--- config.mk ---
export PLATFORM = sky130hd
export DESIGN_NAME = vga_line_fetch
export DESIGN_NICKNAME = d
export VERILOG_FILES = /design/src/rtl/vga_fetch_pkg.sv /design/src/rtl/req_sync_edge.sv /design/src/rtl/vga_line_fetch.sv
export SDC_FILE = /design/constraint.sdc
export NUM_CORES = 1
export LEC_CHECK = 0
export BUFFER_PORTS_ARGS = -buffer_cell sky130_fd_sc_hd__buf_2
export CORE_ASPECT_RATIO = 0.7
export CORE_MARGIN = 2
export CORE_UTILIZATION = 55
export DETAILED_ROUTE_END_ITERATION = 6
export GPL_TIMING_DRIVEN = 0
export PLACE_DENSITY = 0.92
export SYNTH_ARGS = -nofsm -noshare
export SYNTH_HDL_FRONTEND = slang
export SYNTH_SLANG_ARGS = --single-unit
export TNS_END_PERCENT = 30
--- constraint.sdc ---
create_clock -name sys_clk -period 4.2 [get_ports sys_clk]
set_clock_uncertainty 0.1 [all_clocks]
set_input_delay 0.84 -clock sys_clk [delete_from_list [all_inputs] [get_ports sys_clk]]
set_output_delay 0.84 -clock sys_clk [all_outputs]
set_load 0.01 [all_outputs]
--- src/rtl/vga_fetch_pkg.sv ---
// Shared types and constants for the VGA line fetcher.
package vga_fetch_pkg;

  typedef enum logic [1:0] {
    IDLE  = 2'd0,
    REQ   = 2'd1,
    DATA  = 2'd2,
    ABORT = 2'd3
  } state_t;

  localparam logic [10:0] LINE_WORDS_640  = 11'd640;
  localparam logic [10:0] LINE_WORDS_1024 = 11'd1024;
  localparam int          LINE_STRIDE_LOG2 = 10;

  // Lines sit on a fixed 1024-word stride; the top two line bits are dropped.
  function automatic logic [23:0] line_base(input logic [13:0] line);
    return {line, {LINE_STRIDE_LOG2{1'b0}}};
  endfunction

endpackage

--- src/rtl/req_sync_edge.sv ---
// Two-flop synchronizer for a slow level from another clock domain,
// followed by registered one-cycle rise and fall pulses.
module req_sync_edge (
  input  logic i_clk,
  input  logic i_rst,
  input  logic i_async,
  output logic o_rise,
  output logic o_fall
);

  logic r_meta;
  logic r_sync;
  logic r_prev;
  logic r_rise;
  logic r_fall;

  // Synchronize, then compare against the previous synchronized value.
  always_ff @(posedge i_clk) begin
    if (i_rst) begin
      r_meta <= 1'b0;
      r_sync <= 1'b0;
      r_prev <= 1'b0;
      r_rise <= 1'b0;
      r_fall <= 1'b0;
    end else begin
      r_meta <= i_async;
      r_sync <= r_meta;
      r_prev <= r_sync;
      r_rise <= r_sync & ~r_prev;
      r_fall <= ~r_sync & r_prev;
    end
  end

  assign o_rise = r_rise;
  assign o_fall = r_fall;

endmodule

--- src/rtl/vga_line_fetch.sv ---
// Fills one VGA line buffer (A or B) from SDRAM in fixed-length bursts
// whenever the scan-out driver raises its line request.
module vga_line_fetch
  import vga_fetch_pkg::*;
#(
  parameter int BURST_LEN = 64,
  parameter int ADDR_W    = 24
) (
  input  logic              sys_clk,
  input  logic              sys_rst,
  input  logic [1:0]        vga_mode,
  input  logic              read_line_req,
  input  logic              read_line_A_B,
  input  logic [15:0]       read_line_addr,
  output logic              mem_rd_req,
  output logic [ADDR_W-1:0] mem_addr,
  input  logic              mem_rd_ack,
  input  logic              mem_rd_valid,
  input  logic [15:0]       mem_rd_data,
  output logic              buf_wr_en,
  output logic              buf_wr_sel,
  output logic [9:0]        buf_wr_addr,
  output logic [15:0]       buf_wr_data,
  output logic              busy,
  output logic [7:0]        late_cnt
);

  localparam int              BC_W       = (BURST_LEN > 1) ? $clog2(BURST_LEN) : 1;
  localparam logic [BC_W-1:0] BURST_LAST = BC_W'(BURST_LEN - 1);

  state_t            r_state;
  logic [13:0]       r_line;
  logic              r_sel;
  logic [10:0]       r_words;
  logic [10:0]       r_word_idx;
  logic [BC_W-1:0]   r_burst_cnt;
  logic              r_pend;
  logic              r_rd_req;
  logic [ADDR_W-1:0] r_addr;
  logic              r_wr_en;
  logic              r_wr_sel;
  logic [9:0]        r_wr_addr;
  logic [15:0]       r_wr_data;
  logic              r_busy;
  logic [7:0]        r_late;

  logic              w_rise;
  logic              w_fall;
  logic              w_burst_end;
  logic              w_line_done;
  logic [10:0]       w_next_idx;
  logic [ADDR_W-1:0] w_cur_base;
  logic [ADDR_W-1:0] w_new_base;
  logic [10:0]       w_new_words;
  logic [7:0]        w_late_inc;
  logic              w_unused;

  req_sync_edge u_req_sync (
    .i_clk   (sys_clk),
    .i_rst   (sys_rst),
    .i_async (read_line_req),
    .o_rise  (w_rise),
    .o_fall  (w_fall)
  );

  assign w_burst_end = mem_rd_valid && (r_burst_cnt == BURST_LAST);
  // Lines are whole multiples of the burst, so the line can only end on a burst end.
  assign w_line_done = w_burst_end && (w_next_idx == r_words);
  assign w_next_idx  = r_word_idx + 11'd1;
  assign w_cur_base  = ADDR_W'(line_base(r_line));
  assign w_new_base  = ADDR_W'(line_base(read_line_addr[13:0]));
  assign w_new_words = vga_mode[1] ? LINE_WORDS_1024 : LINE_WORDS_640;
  assign w_late_inc  = (r_late == 8'hFF) ? r_late : r_late + 8'd1;
  assign w_unused    = &{1'b0, vga_mode[0], read_line_addr[15:14]};

  // Fetch sequencer: request bursts, write returned words, abort on a late line end.
  always_ff @(posedge sys_clk) begin
    if (sys_rst) begin
      r_state     <= IDLE;
      r_line      <= '0;
      r_sel       <= 1'b0;
      r_words     <= '0;
      r_word_idx  <= '0;
      r_burst_cnt <= '0;
      r_pend      <= 1'b0;
      r_rd_req    <= 1'b0;
      r_addr      <= '0;
      r_wr_en     <= 1'b0;
      r_wr_sel    <= 1'b0;
      r_wr_addr   <= '0;
      r_wr_data   <= '0;
      r_busy      <= 1'b0;
      r_late      <= '0;
    end else begin
      r_wr_en <= 1'b0;
      case (r_state)
        IDLE: begin
          if (w_rise) begin
            r_line      <= read_line_addr[13:0];
            r_sel       <= read_line_A_B;
            r_words     <= w_new_words;
            r_word_idx  <= '0;
            r_burst_cnt <= '0;
            r_rd_req    <= 1'b1;
            r_addr      <= w_new_base;
            r_busy      <= 1'b1;
            r_state     <= REQ;
          end
        end
        REQ: begin
          if (w_fall) begin
            // An ack in the same cycle means a burst is already on its way: drain it.
            r_rd_req <= 1'b0;
            r_late   <= w_late_inc;
            if (mem_rd_ack) begin
              r_burst_cnt <= '0;
              r_state     <= ABORT;
            end else begin
              r_busy  <= 1'b0;
              r_state <= IDLE;
            end
          end else if (mem_rd_ack) begin
            r_rd_req    <= 1'b0;
            r_burst_cnt <= '0;
            r_state     <= DATA;
          end
        end
        DATA: begin
          if (w_fall && !w_line_done) begin
            // Line ended early; a word arriving with the fall is treated as drained.
            r_late <= w_late_inc;
            if (w_burst_end) begin
              r_busy  <= 1'b0;
              r_state <= IDLE;
            end else begin
              if (mem_rd_valid) r_burst_cnt <= r_burst_cnt + 1'b1;
              r_state <= ABORT;
            end
          end else if (mem_rd_valid) begin
            r_wr_en     <= 1'b1;
            r_wr_sel    <= r_sel;
            r_wr_addr   <= r_word_idx[9:0];
            r_wr_data   <= mem_rd_data;
            r_word_idx  <= w_next_idx;
            r_burst_cnt <= r_burst_cnt + 1'b1;
            if (w_line_done) begin
              r_busy  <= 1'b0;
              r_state <= IDLE;
            end else if (w_burst_end) begin
              r_rd_req <= 1'b1;
              r_addr   <= w_cur_base + ADDR_W'(w_next_idx);
              r_state  <= REQ;
            end
          end
        end
        ABORT: begin
          if (w_rise) r_pend <= 1'b1;
          if (mem_rd_valid) begin
            r_burst_cnt <= r_burst_cnt + 1'b1;
            if (w_burst_end) begin
              r_pend <= 1'b0;
              if (r_pend || w_rise) begin
                r_line      <= read_line_addr[13:0];
                r_sel       <= read_line_A_B;
                r_words     <= w_new_words;
                r_word_idx  <= '0;
                r_burst_cnt <= '0;
                r_rd_req    <= 1'b1;
                r_addr      <= w_new_base;
                r_state     <= REQ;
              end else begin
                r_busy  <= 1'b0;
                r_state <= IDLE;
              end
            end
          end
        end
        default: r_state <= IDLE;
      endcase
    end
  end

  assign mem_rd_req  = r_rd_req;
  assign mem_addr    = r_addr;
  assign buf_wr_en   = r_wr_en;
  assign buf_wr_sel  = r_wr_sel;
  assign buf_wr_addr = r_wr_addr;
  assign buf_wr_data = r_wr_data;
  assign busy        = r_busy;
  assign late_cnt    = r_late;

endmodule

Word level (Yosys, flattened, before mapping)

Cells that the tools add are included.

Bits in registers: 113
Input bits: 40

Add/subtract/negate cells: 4
Equal/unequal tests: 25
Mux-type cells: 83
Bitwise operators: 6
Reductions and logical operators: 19

Operator list:

| cell                                                             | number |
|---|---|
| 24-bit 2-to-1 mux                                                | 8 |
| 11-bit 2-to-1 mux                                                | 11 |
| 24-bit case mux with 3 select lines                              | 1 |
| 14-bit 2-to-1 mux                                                | 4 |
| 6-bit 2-to-1 mux                                                 | 8 |
| 11-bit case mux with 3 select lines                              | 1 |
| 1-bit 2-to-1 mux                                                 | 28 |
| 14-bit case mux with 2 select lines                              | 1 |
| 9-bit AND reduction                                              | 3 |
| 24-bit by 11-bit adder with 24-bit output                        | 1 |
| 8-bit 2-to-1 mux                                                 | 3 |
| 6-bit case mux with 4 select lines                               | 1 |
| 2-bit 2-to-1 mux                                                 | 11 |
| 2-bit inequality test (second input constant)                    | 11 |
| 11-bit case mux with 2 select lines                              | 1 |
| 8-bit case mux with 2 select lines                               | 1 |
| 3-bit inequality test (second input constant)                    | 4 |
| 11-bit by 1-bit adder with 11-bit output (second input constant) | 1 |
| 11-bit equality test                                             | 1 |
| 8-bit by 1-bit adder with 8-bit output (second input constant)   | 1 |
| 8-bit equality test (second input constant)                      | 1 |
| 1-bit case mux with 4 select lines                               | 2 |
| 2-bit case mux with 4 select lines                               | 1 |
| 7-bit AND reduction                                              | 1 |
| 21 further kinds                                                 | 31 |

Logic depth before layout (Yosys ltp)

Gate-level depths: netlist (run 1).

Word-level depth: 7
Depth in mapped cells: 15
Depth with buffers taken out: 14

Hierarchy

From an unflattened synthesis (run 1), not the netlist that was laid out.

Cell total of the unflattened synthesis: 608
Area, all modules: 5,240.0 um^2

By module, submodules not included:

| module         | instances | cells an instance | area each (um^2) |
|---|---|---|---|
| vga_line_fetch | 1         | 598               | 5,106.1 |
| req_sync_edge  | 1         | 10                | 133.9 |

Worst setup path before layout (run 1)

OpenSTA, ideal clock, no wires.

Path type: reg-to-reg
From: register r_word_idx[0]
To: register r_addr[18] (netlist: mem_addr[18])
Library setup time: 132 ps
Arrival time: 2,932 ps
Slack: 1,036 ps
Cell stages (with the launch flop): 16
Clock period less this slack: 3,164 ps
Path through: dfxtp_1 ha_1 clkbuf_1 nand2_1 or3_2 or2_2 xnor2_1 inv_1 ha_1 ha_1 and3_1 nand2_1 xor2_1 nand2_1 o211ai_1 a21oi_1

Cells in the longest elaborated chain, start to end: 7

Ends and longest elaborated chain:

| what                                                                                     | line                                         | source |
|---|---|---|
| start: declaration                                                                       | vga_line_fetch.sv:35                         | `logic [10:0] r_word_idx;` |
| start signal: assignment                                                                 | vga_line_fetch.sv:144                        | `r_word_idx <= w_next_idx;` |
| 11-bit by 1-bit adder with 11-bit output (*)                                             | vga_line_fetch.sv:69                         | `assign w_next_idx = r_word_idx + 11'd1;` |
| 24-bit by 11-bit adder with 24-bit output / 11-bit equality test (equally long branches) | vga_line_fetch.sv:151, vga_line_fetch.sv:68  |  |
| 24-bit 2-to-1 mux / 1-bit logical AND (equally long branches)                            | vga_line_fetch.sv:149, vga_line_fetch.sv:68  |  |
| 24-bit 2-to-1 mux / 1-bit logical NOT (equally long branches)                            | vga_line_fetch.sv:146, vga_line_fetch.sv:129 |  |
| 24-bit 2-to-1 mux / 1-bit logical AND (equally long branches)                            | vga_line_fetch.sv:139, vga_line_fetch.sv:129 |  |
| 24-bit 2-to-1 mux / 2-bit inequality test (equally long branches)                        | -                                            |  |
| 24-bit case mux with 3 select lines / 9-bit AND reduction (equally long branches)        | -                                            |  |
| end signal: assignment                                                                   | vga_line_fetch.sv:105                        | `r_addr <= w_new_base;` |
| end signal: assignment                                                                   | vga_line_fetch.sv:151                        | `r_addr <= w_cur_base + ADDR_W'(w_next_idx);` |
| end signal: assignment                                                                   | vga_line_fetch.sv:169                        | `r_addr <= w_new_base;` |
| end: declaration                                                                         | vga_line_fetch.sv:39                         | `logic [ADDR_W-1:0] r_addr;` |

Every way passes the cells marked *; elsewhere a longest branch is shown, timed or not. The select of a mux whose other input is x is not followed.
A chain may end at the register's enable or synchronous reset.

Final worst setup path (run 1)

Ends and elaborated chain as after synthesis.

==> flow_summary_export.csv, run 1 <==
group,metric,value,unit
outcome,status,"completed",
place,place_area,0.005638,mm2
yosys,ys_seq_area_share,41.70,%
sta,slew_headroom,48.40,%
min_path,worstHoldPathType,"reg -> reg",
yosys,yosys_warnings,0,
floorplanning,coreArea,0.008926,mm2
drt,via_per_inst,5.775,
sta,slew_viol_final,0,
power,power_density,359.6,mW/mm2
cells_and_area,drive_gt1_share,22.30,%
drt,drc,0,
cells_and_area,fin_area,0.005924,mm2
critical_path,crit_path_max_fanout,8,
global_route,grt_use_total,26.31,%
critical_path,r2r_start,"r_word_idx[0]$_SDFFE_PP0P_",
yosys,synth_ff_type,"dfxtp_1",
critical_path,critPathSlowestCell,"dfxtp_1",
floorplanning,ioPinCount,102,
yosys,synth_nets,622,
min_path,hold_end,"u_req_sync.o_rise$_SDFF_PP0_",
critical_path,cp.buffers_inverters,2,
sta,setup_viol,0,
yosys,synth_edf_count,0,
clocking,clkTransAtPathRegs,70,ps
yosys,ys_types,59,
drt,drt-total-wl,12960,um
critical_path,r2r_cells,15,
floorplanning,initial_core_util,55.93,%
cells_and_area,multiInputGateArea,0.002695,mm2
yosys,ys_ff_latch,104,
clocking,cts-htree-levels,3,
clocking,cts_buffer_depth,2,
sta,timing.fmax,259.5,MHz
floorplanning,die_w,117.9,um
clocking,clk_latency,350,ps
critical_path,critical_path.cell_chain,"ha_1 > clkbuf_1 > nand2_1 > or3_2 > or2_2 > xnor2_1 > inv_1 > ha_1 > ha_1 > and3_1 > nand2_1 > xor2_1 > nand2_1 > o211ai_1 > a21oi_1",
cells_and_area,area_growth,18.67,%
cells_and_area,fill_cells,745,
critical_path,crit_required,4310,ps
floorplanning,fp.dieArea,0.009867,mm2
cells_and_area,antennaDiodeCount,0,
floorplanning,fp-row-count,29,
global_route,grt_pass1_wl,21090,um
clocking,cts.sinks,104,
min_path,hp-start,"u_req_sync.r_prev$_SDFF_PP0_",
sta,worst_pin_slew,774.0,ps
cells_and_area,layout.area.seq,0.002082,mm2
place,port_buffers,98,
global_route,grt_pass1_vias,4478,
drt,ant_nets,0,
global_route,grt_max_degree,16,
drt,drt_first_pass_iters,6,
critical_path,cp-start-kind,"flop",
drt,num_vias,4678,
place,post-dp-hpwl,9402,um
floorplanning,die_height,83.71,um
clocking,cts_root_buf,"clkbuf_16",
yosys,synthCells,572,
drt,avgRoutedWirePerCell,16.00,um
clocking,cts_buffers,9,
critical_path,timing.rr.end,"mem_addr[18]$_SDFFE_PP0P_",
place,gp_congestion,0.9466,
critical_path,arrival,3960,ps
yosys,synth_area,0.004992,mm2
min_path,min_path_cells,1,
critical_path,critPathKind,"reg -> reg",
clocking,post_cts_buffers,0,
sta,rsz0062_at_grt,"no",
critical_path,crit_path_start,"r_word_idx[0]$_SDFFE_PP0P_",
clocking,ctsHoldBuffers,0,
cells_and_area,nNetsFinal,731,
clocking,ctsResizeCount,0,
sta,setup_tns,0,ps
sta,fin_crit_sh,91.75,%
critical_path,cp-end-kind,"flop",
critical_path,critPathTopFamily,"simple AND/OR/NAND/NOR gates",
sta,hold_violations,0,
yosys,syn_area_per_cell,8.728,um2
clocking,cts_tree,"done",
critical_path,max_stage_delay,510,ps
drt,drtIter0Drc,370,
power,p_total,0.002130,W
global_route,grt_overflow_total,0,
job,drv_cap,0,
power,p_leak,2.361,nW
yosys,synth-async-reset-ratio,0,%
sta,min_period,3854,ps
critical_path,rrSetupSlack,350,ps
power,ir_worst_vdd,264.8,uV
global_route,antenna_found_initial,0,
## layout make-up
type / instances / area share (%)
clock buffer: 14 / 4.625
buffer: 39 / 2.999
multi-input combinational: 419 / 45.49
sequential: 104 / 35.14
timing repair buffer: 98 / 8.279
inverter: 10 / 0.6336
clock inverter: 2 / 0.2112
tap: 124 / 2.619
## cell families after synthesis
family	after synthesis	synth area share [%]
buffers and inverters	49	4.311
xor gates and xnor gates	21	3.684
muxes	58	11.73
DFF	104	41.70
and+or+nand+nor	227	22.13
AOI/OAI and AO/OA	103	13.94
adders and majority gates	10	2.506
## power by group
part | switching [W] | internal (W) | total, W
clock | 0.000360 | 0.000450 | 0.000810
combinational | 0.000174 | 0.000106 | 0.000280
sequential | 0.0000215 | 0.00102 | 0.00104
## cells in the mapped netlist, drive strengths merged (3+ instances only)
cell    number  area, um2
nor4         3      18.77
and4         7      63.81
or3          4      26.28
o31ai        4      30.03
nand2b       9      56.30
ha          10      125.1
buf         15      86.33
mux2i       54      540.5
a211o        5      46.30
and3         7      45.05
xnor2        7      61.31
nor2b       16      100.1
nand2       62      232.7
nand3       20      100.1
xor2        14      122.6
a211oi       5      37.54
o21ai       17      85.08
o22ai        3      18.77
or2          4      25.02
dfxtp      104       2082
inv         10      37.54
nor3         5      36.29
mux2         4      45.04
o41ai        4      50.05
clkbuf      24      91.33
nand4        5      46.29
nor2        76      285.3
a21oi       34      173.9
o211ai      14      110.1
a31oi        3      18.77
## registers in the layout (all words and copies together) (netlist names), 2 cells and up
register	flops
mem_addr	24
r_words	2
r_line	14
r_burst_cnt	6
late_cnt	8
buf_wr_addr	10
r_word_idx	11
r_state	2
buf_wr_data	16
## layer usage
metal / GRT usage, % / vias to the layer above / wire [um]
li1: - / 2219 / -
met3: 8.880 / 30 / 1221
met5: 0 / - / 0
met4: 8.434 / 0 / 258
met2: 40.91 / 239 / 5676
met1: 34.58 / 2190 / 5808
## metrics by stage
stage | setup WS (ps) | util (%) | std cells | hold slack (ps)
floorplan | 1036 | - | 572 | 283.5
global placement | 547.1 | 63.16 | 794 | 290.8
detailed placement | 437.7 | 63.16 | 794 | 298.7
CTS | 400.3 | 66.37 | 810 | 308.8
global route | 110.1 | 66.37 | 810 | 323.2
finish | 346.4 | 66.37 | 810 | 305.1
## how the worst max path moves through the flow
stage	cells after the start	endpoint
finish	15	mem_addr[18]$_SDFFE_PP0P_
global route	15	mem_addr[18]$_SDFFE_PP0P_
CTS	15	mem_addr[18]$_SDFFE_PP0P_
detailed placement	15	mem_addr[18]$_SDFFE_PP0P_
global placement	15	mem_addr[20]$_SDFFE_PP0P_
floorplan	15	mem_addr[18]$_SDFFE_PP0P_
## placed cells by master, fill, tap and decap left out, types with 3 or more instances in the layout
master / n
buf_2: 110
dfxtp_1: 104
nor2_1: 76
nand2_1: 62
mux2i_1: 54
a21oi_1: 33
clkbuf_1: 25
nand3_1: 20
o21ai_0: 17
nor2b_1: 16
xor2_1: 14
o211ai_1: 13
inv_1: 10
ha_1: 10
nand2b_1: 9
clkbuf_16: 9
xnor2_1: 7
and3_1: 6
and4_1: 5
a211oi_1: 5
or2_2: 4
nor3_1: 4
mux2_2: 4
nand4_1: 4
o31ai_1: 4
a31oi_1: 3
nor4_1: 3
o22ai_1: 3
or3_1: 3
a211o_1: 3
clkbuf_8: 3
(Power assumes the default switching activity.)
==> inputs of run 2 (changes only) <==
Settings changed: ABC_AREA set to 1, CORE_ASPECT_RATIO 0.7 to 1.75, GPL_ROUTABILITY_DRIVEN set to 1.
==> flow_summary_export.csv, run 2 <==
group,metric,value,unit
power,p_leak,2.797,nW
sta,min_period,3088,ps
clocking,cts_tree,"done",
floorplanning,initial_core_util,55.59,%
global_route,grt_use_total,26.53,%
floorplanning,ioPinCount,102,
job,drv_cap,0,
place,port_buffers,98,
yosys,ys_types,34,
yosys,ys_seq_area_share,40.06,%
floorplanning,die_w,77.49,um
yosys,synth.area.mux_share,0,%
drt,num_vias,5286,
sta,rsz0062_at_grt,"no",
yosys,synth_ff_type,"dfxtp_1",
drt,drtIter0Drc,267,
sta,hold_violations,0,
yosys,synthXorXnorAreaFrac,3.202,%
critical_path,critPathSlowestCell,"dfxtp_1",
drt,ant_nets,0,
yosys,syn_area_per_cell,6.794,um2
sta,slew_viol_final,0,
drt,wl_met1,5163,um
critical_path,max_stage_delay,430,ps
sta,timing.fmax,323.9,MHz
outcome,status,"completed",
cells_and_area,fin_area,0.006162,mm2
clocking,cts-htree-levels,3,
yosys,synthSimpleGateAreaFrac,33.70,%
clocking,post_cts_buffers,0,
yosys,yosys.area.top_type,"dfxtp_1",
place,dp_cells,985,
sta,fin_crit_sh,73.51,%
yosys,synth_area_leaders,"dfxtp_1, nand2_1, nor2_1, a21oi_1, inv_1",
critical_path,cp-start-kind,"flop",
critical_path,arrival,3240,ps
floorplanning,fp-row-count,47,
global_route,grt_pass1_vias,5002,
critical_path,crit_required,4350,ps
drt,routed-wl-met3,718,um
min_path,worstHoldPathType,"reg -> reg",
cells_and_area,area_growth,18.56,%
yosys,synth_area,0.005197,mm2
critical_path,critical_path.cell_chain,"ha_1 > nand2_2 > nor2_4 > nand4_1 > nand2_2 > ha_1 > ha_1 > nand3_1 > nor3_1 > nand3_1 > nor2_1 > nand2_1 > a31o_2 > nor2_1 > nor2_1",
yosys,synthTopCellsByCount,"nand2_1, dfxtp_1, nor2_1, inv_1, a21oi_1",
yosys,synth_top_area_share,40.06,%
global_route,grt_overflow_total,0,
critical_path,cp-end-kind,"flop",
drt,drc,0,
clocking,ctsResizeCount,0,
clocking,cts_buffer_depth,2,
clocking,clkTransAtPathRegs,70,ps
yosys,ys_ff_latch,104,
cells_and_area,final_common_cell,"nand2_1",
clocking,ctsHoldBuffers,0,
place,place_area,0.005841,mm2
cells_and_area,instances_no_fill,1001,
cells_and_area,drive_gt1_share,16.61,%
global_route,grt_max_degree,18,
yosys,synth_top_family_by_area,"simple AND/OR/NAND/NOR gates",
drt,via_per_inst,5.281,
cells_and_area,mostFrequentLayoutCells,"nand2_1, buf_2, dfxtp_1",
drt,avgRoutedWirePerCell,13.27,um
floorplanning,coreArea,0.009350,mm2
floorplanning,fp.dieArea,0.01027,mm2
cells_and_area,finalCoreUtilization,65.90,%
clocking,cts_buffers,9,
place,place_ws,1164,ps
critical_path,critPathKind,"reg -> reg",
sta,setup_tns,0,ps
drt,top_layer,"met4",
sta,slew_headroom,44.67,%
global_route,grt_pass1_wl,22210,um
clocking,clk_latency,350,ps
yosys,synthCells,765,
critical_path,crit_path_max_fanout,5,
cells_and_area,nNetsFinal,924,
power,ir_worst_vdd,300.0,uV
place,gp_congestion,0.9580,
yosys,synth_nets,815,
drt,drt-total-wl,13280,um
sta,worst_pin_slew,826.1,ps
sta,finalWorstSetupSlack,1113,ps
cells_and_area,antennaDiodeCount,0,
drt,drt_first_pass_iters,6,
yosys,synth.most_common_cell,"nand2_1",
floorplanning,die_height,132.6,um
clocking,cts_root_buf,"clkbuf_16",
cells_and_area,largest_register_ffs,24,
yosys,synth-async-reset-ratio,0,%
power,power_density,607.6,mW/mm2
global_route,antenna_found_initial,0,
yosys,synth_fa_ha_area_share,2.407,%
yosys,synth_edf_count,0,
yosys,synth_compound_area_share,10.54,%
drt,wl_met2,6821,um
yosys,yosys_warnings,0,
sta,setup_viol,0,
clocking,cts.sinks,104,
place,post-dp-hpwl,9884,um
[run 2: per-layer routing]
layer | vias to the layer above | GRT usage [%]
li1 | 2677 | -
met1 | 2394 | 29.60
met2 | 169 | 46.71
met3 | 46 | 5.457
met4 | 0 | 13.99
met5 | - | 0
[run 2: worst max-delay path, delay by kind of cell (launching register included)]
family | cells | cell delay [ps]
AO/OA/AOI/OAI | 1 | 230
adder cells (fa/ha/maj) | 3 | 710
flip-flops | 1 | 430
AND/OR/NAND/NOR | 11 | 1520
[run 2: kinds of logic after synthesis]
family	count (synthesis)
buf+inv	131
flops	104
simple gates	394
compound gates	107
fa+ha+maj	10
xor+xnor	19
[run 2: per-stage QoR]
stage          hold WS [ps]  total power (W)
3_3_place_gp          290.4         0.002798
2_1_floorplan         288.3         0.002403
5_1_grt               346.1         0.004004
3_5_place_dp          295.0         0.002838
6_report              303.8         0.003744
4_1_cts               305.2         0.003738
[run 2: cell type report]
class	count	area, um2
Clock buffer	9	225.2
Inverter	91	341.6
Fill cell	812	3188
Tap cell	122	152.6
Clock inverter	7	96.34
Sequential cell	104	2082
Multi-Input combinational cell	530	2591
Buffer	40	182.7
Timing Repair Buffer	98	490.5
[run 2: path summary, 6_finish.rpt]
path | to | cells after the start | startpoint | slack (ps)
worst max-delay path | mem_addr[22]$_SDFFE_PP0P_ | 15 | r_word_idx[0]$_SDFFE_PP0P_ | 1110
worst min register to register | u_req_sync.r_sync$_SDFF_PP0_ | 2 | u_req_sync.r_meta$_SDFF_PP0_ | 300
worst min-delay path | u_req_sync.r_sync$_SDFF_PP0_ | 2 | u_req_sync.r_meta$_SDFF_PP0_ | 300
worst max register to register | mem_addr[22]$_SDFFE_PP0P_ | 15 | r_word_idx[0]$_SDFFE_PP0P_ | 1110
[run 2: power breakdown]
part	switching, W	leakage (nW)	internal (W)	total [W]
clock network	0.000379	0.159	0.000523	0.000903
logic	0.00100	1.79	0.000514	0.00152
registers	0.000130	0.848	0.00120	0.00133
total	0.00151	2.80	0.00223	0.00374
==> inputs of run 3 (changes only) <==
Settings changed: ABC_AREA 1 to 0.
Clock period 4.2 ns to 3.15 ns, I/O delays scaled along.
==> flow_summary_export.csv, run 3 (synthesis results as in run 1) <==
group,metric,value,unit
floorplanning,die_w,76.02,um
floorplanning,ioPinCount,102,
drt,num_vias,4687,
power,p_total,0.002807,W
drt,drt_first_pass_iters,6,
power,power_frac_comb,13.6,%
clocking,cts_tree,"done",
critical_path,timing.rr.end,"mem_addr[18]$_SDFFE_PP0P_",
critical_path,cp-end-kind,"flop",
critical_path,r2r_start,"r_word_idx[0]$_SDFFE_PP0P_",
power,swShare,27.40,%
critical_path,crit_required,3260,ps
min_path,hp-start,"u_req_sync.r_prev$_SDFF_PP0_",
place,gp_congestion,0.9210,
sta,setup_viol,0,
drt,avgRoutedWirePerCell,16.45,um
sta,timing.fmax,326.3,MHz
sta,slew_headroom,49.85,%
clocking,clkTransAtPathRegs,70,ps
power,p_sw,0.0007692,W
global_route,grt_pass1_wl,21420,um
place,post-dp-hpwl,9883,um
min_path,worstHoldPathType,"reg -> reg",
cells_and_area,nNetsFinal,737,
drt,drc,0,
global_route,antenna_found_initial,0,
floorplanning,fp.dieArea,0.009885,mm2
clocking,cts_root_buf,"clkbuf_16",
global_route,grt_pass1_vias,4623,
min_path,min_path_cells,1,
clocking,clk_latency,350,ps
cells_and_area,mostFrequentLayoutCells,"buf_2, dfxtp_1, nor2_1",
clocking,ctsHoldBuffers,0,
critical_path,cp-start-kind,"flop",
power,p_leak,2.388,nW
global_route,grt_overflow_total,0,
drt,drtIter0Drc,245,
sta,hold_violations,0,
power,p_int,0.002038,W
clocking,cts_buffers,9,
min_path,hold_end,"u_req_sync.o_rise$_SDFF_PP0_",
clocking,cts.sinks,104,
floorplanning,coreArea,0.008921,mm2
sta,setup_tns,0,ps
clocking,cts_buffer_depth,2,
critical_path,r2r_cells,15,
job,drv_cap,0,
sta,slew_viol_final,0,
drt,drt-total-wl,13360,um
sta,fin_crit_sh,97.29,%
floorplanning,initial_core_util,55.96,%
critical_path,arrival,3180,ps
place,port_buffers,98,
global_route,grt_use_total,26.84,%
outcome,status,"completed",
power,pwr-share-seq,49.3,%
power,ir_worst_vdd,401.6,uV
sta,worst_pin_slew,744.1,ps
cells_and_area,antennaDiodeCount,0,
floorplanning,fp-row-count,46,
cells_and_area,area_growth,20.63,%
sta,min_period,3065,ps
critical_path,crit_path_max_fanout,8,
power,p_clk_share,37.0,%
critical_path,rrSetupSlack,90,ps
power,power_density,466.2,mW/mm2
floorplanning,die_height,130.0,um
global_route,grt_max_degree,18,
clocking,cts-htree-levels,3,
drt,ant_nets,0,
cells_and_area,final_common_cell,"buf_2",
cells_and_area,largest_register_ffs,24,
drt,via_per_inst,5.772,
critical_path,critPathKind,"reg -> reg",
cells_and_area,drive_gt1_share,24.71,%
[run 3: cell count changes in the layout (fill, tap and decap cells not counted), moves of 5 or more]
cell      previous run  this run
nor2b_1              0        16
buf_4                1         6
a21oi_1             69        33
nand3_1             36        20
o211ai_1             0        13
nand4_1             47         4
mux2i_1              0        54
and3_1               0         5
nand2b_1             0         9
nand2_1            187        61
o21ai_0             28        17
inv_1               89        10
nand2_2              6         1
nor2_1              95        76
[run 3: stage by stage]
stage	std cells	util [%]	hold slack [ps]	area [um2]	setup WS, ps
after floorplan	572	-	283.5	4994	83.38
after global placement	790	63.16	292.6	5634	-346.1
after detailed placement	790	63.16	312.6	5634	-421.1
after CTS	806	66.63	321.8	5944	8.802
after global routing	812	67.50	343.4	6022	-18.40
final	812	67.50	316.3	6022	85.27
[run 3: repair_timing]
item / 4_1_cts / 5_1_grt
endpoints found under the setup margin: 13 / 6
gates resized for setup: 11 / 7
setup buffers: 0 / 6
pin swaps: 0 / 2
[run 3: worst max path at each step]
stage,startpoint,slack (ps),depth (start not counted),to
4_1_cts,r_word_idx[0]$_SDFFE_PP0P_,9,15,mem_addr[18]$_SDFFE_PP0P_
6_report,r_word_idx[0]$_SDFFE_PP0P_,90,15,mem_addr[18]$_SDFFE_PP0P_
3_5_place_dp,r_word_idx[0]$_SDFFE_PP0P_,-420,15,mem_addr[18]$_SDFFE_PP0P_
3_3_place_gp,r_word_idx[0]$_SDFFE_PP0P_,-350,15,mem_addr[18]$_SDFFE_PP0P_
5_1_grt,r_word_idx[0]$_SDFFE_PP0P_,-20,15,mem_addr[22]$_SDFFE_PP0P_
2_1_floorplan,r_word_idx[0]$_SDFFE_PP0P_,80,15,mem_addr[18]$_SDFFE_PP0P_
[run 3: area by class of cell]
| class | instances | area [um2] |
|---|---|---|
| fillers | 686 | 2899 |
| clock buffers | 10 | 229.0 |
| plain buffers | 39 | 188.9 |
| well taps | 120 | 150.1 |
| flip-flops and latches | 104 | 2090 |
| repair buffers | 104 | 535.5 |
| inverters | 10 | 37.54 |
| multi-input cells | 419 | 2749 |
| clock inverters | 6 | 42.54 |
[run 3: metal layers]
metal  up-vias  track usage (%)  wire (um)  share of wire (%)
met5         -                0          0                  0
met4         0            16.47        572                4.3
met3        45            4.564        672                5.0
met2       169            51.26       7230                 54
met1      2247            27.17       4881                 37
li1       2226                -          -                  -
[run 3: critical path: stages, from the launching register on]
cell and delay, ps:
dfxtp_4 370, ha_2 190, buf_8 120, nand2_2 90, or3_4 390, or2_2 310, xnor2_2 200, inv_1 100
ha_4 180, ha_4 170, and3_4 180, nand2_1 90, xor2_1 150, nand2_1 70, o211ai_1 120, a21oi_1 90
[run 3: power groups by stage]
stage / Combinational, W / Clock, W / Sequential (W)
floorplan: 0.000224 / 0 / 0.00143
global placement: 0.000359 / 0 / 0.00141
detailed placement: 0.000373 / 0 / 0.00142
CTS: 0.000379 / 0.00104 / 0.00138
global route: 0.000416 / 0.00109 / 0.00139
finish: 0.000383 / 0.00104 / 0.00138
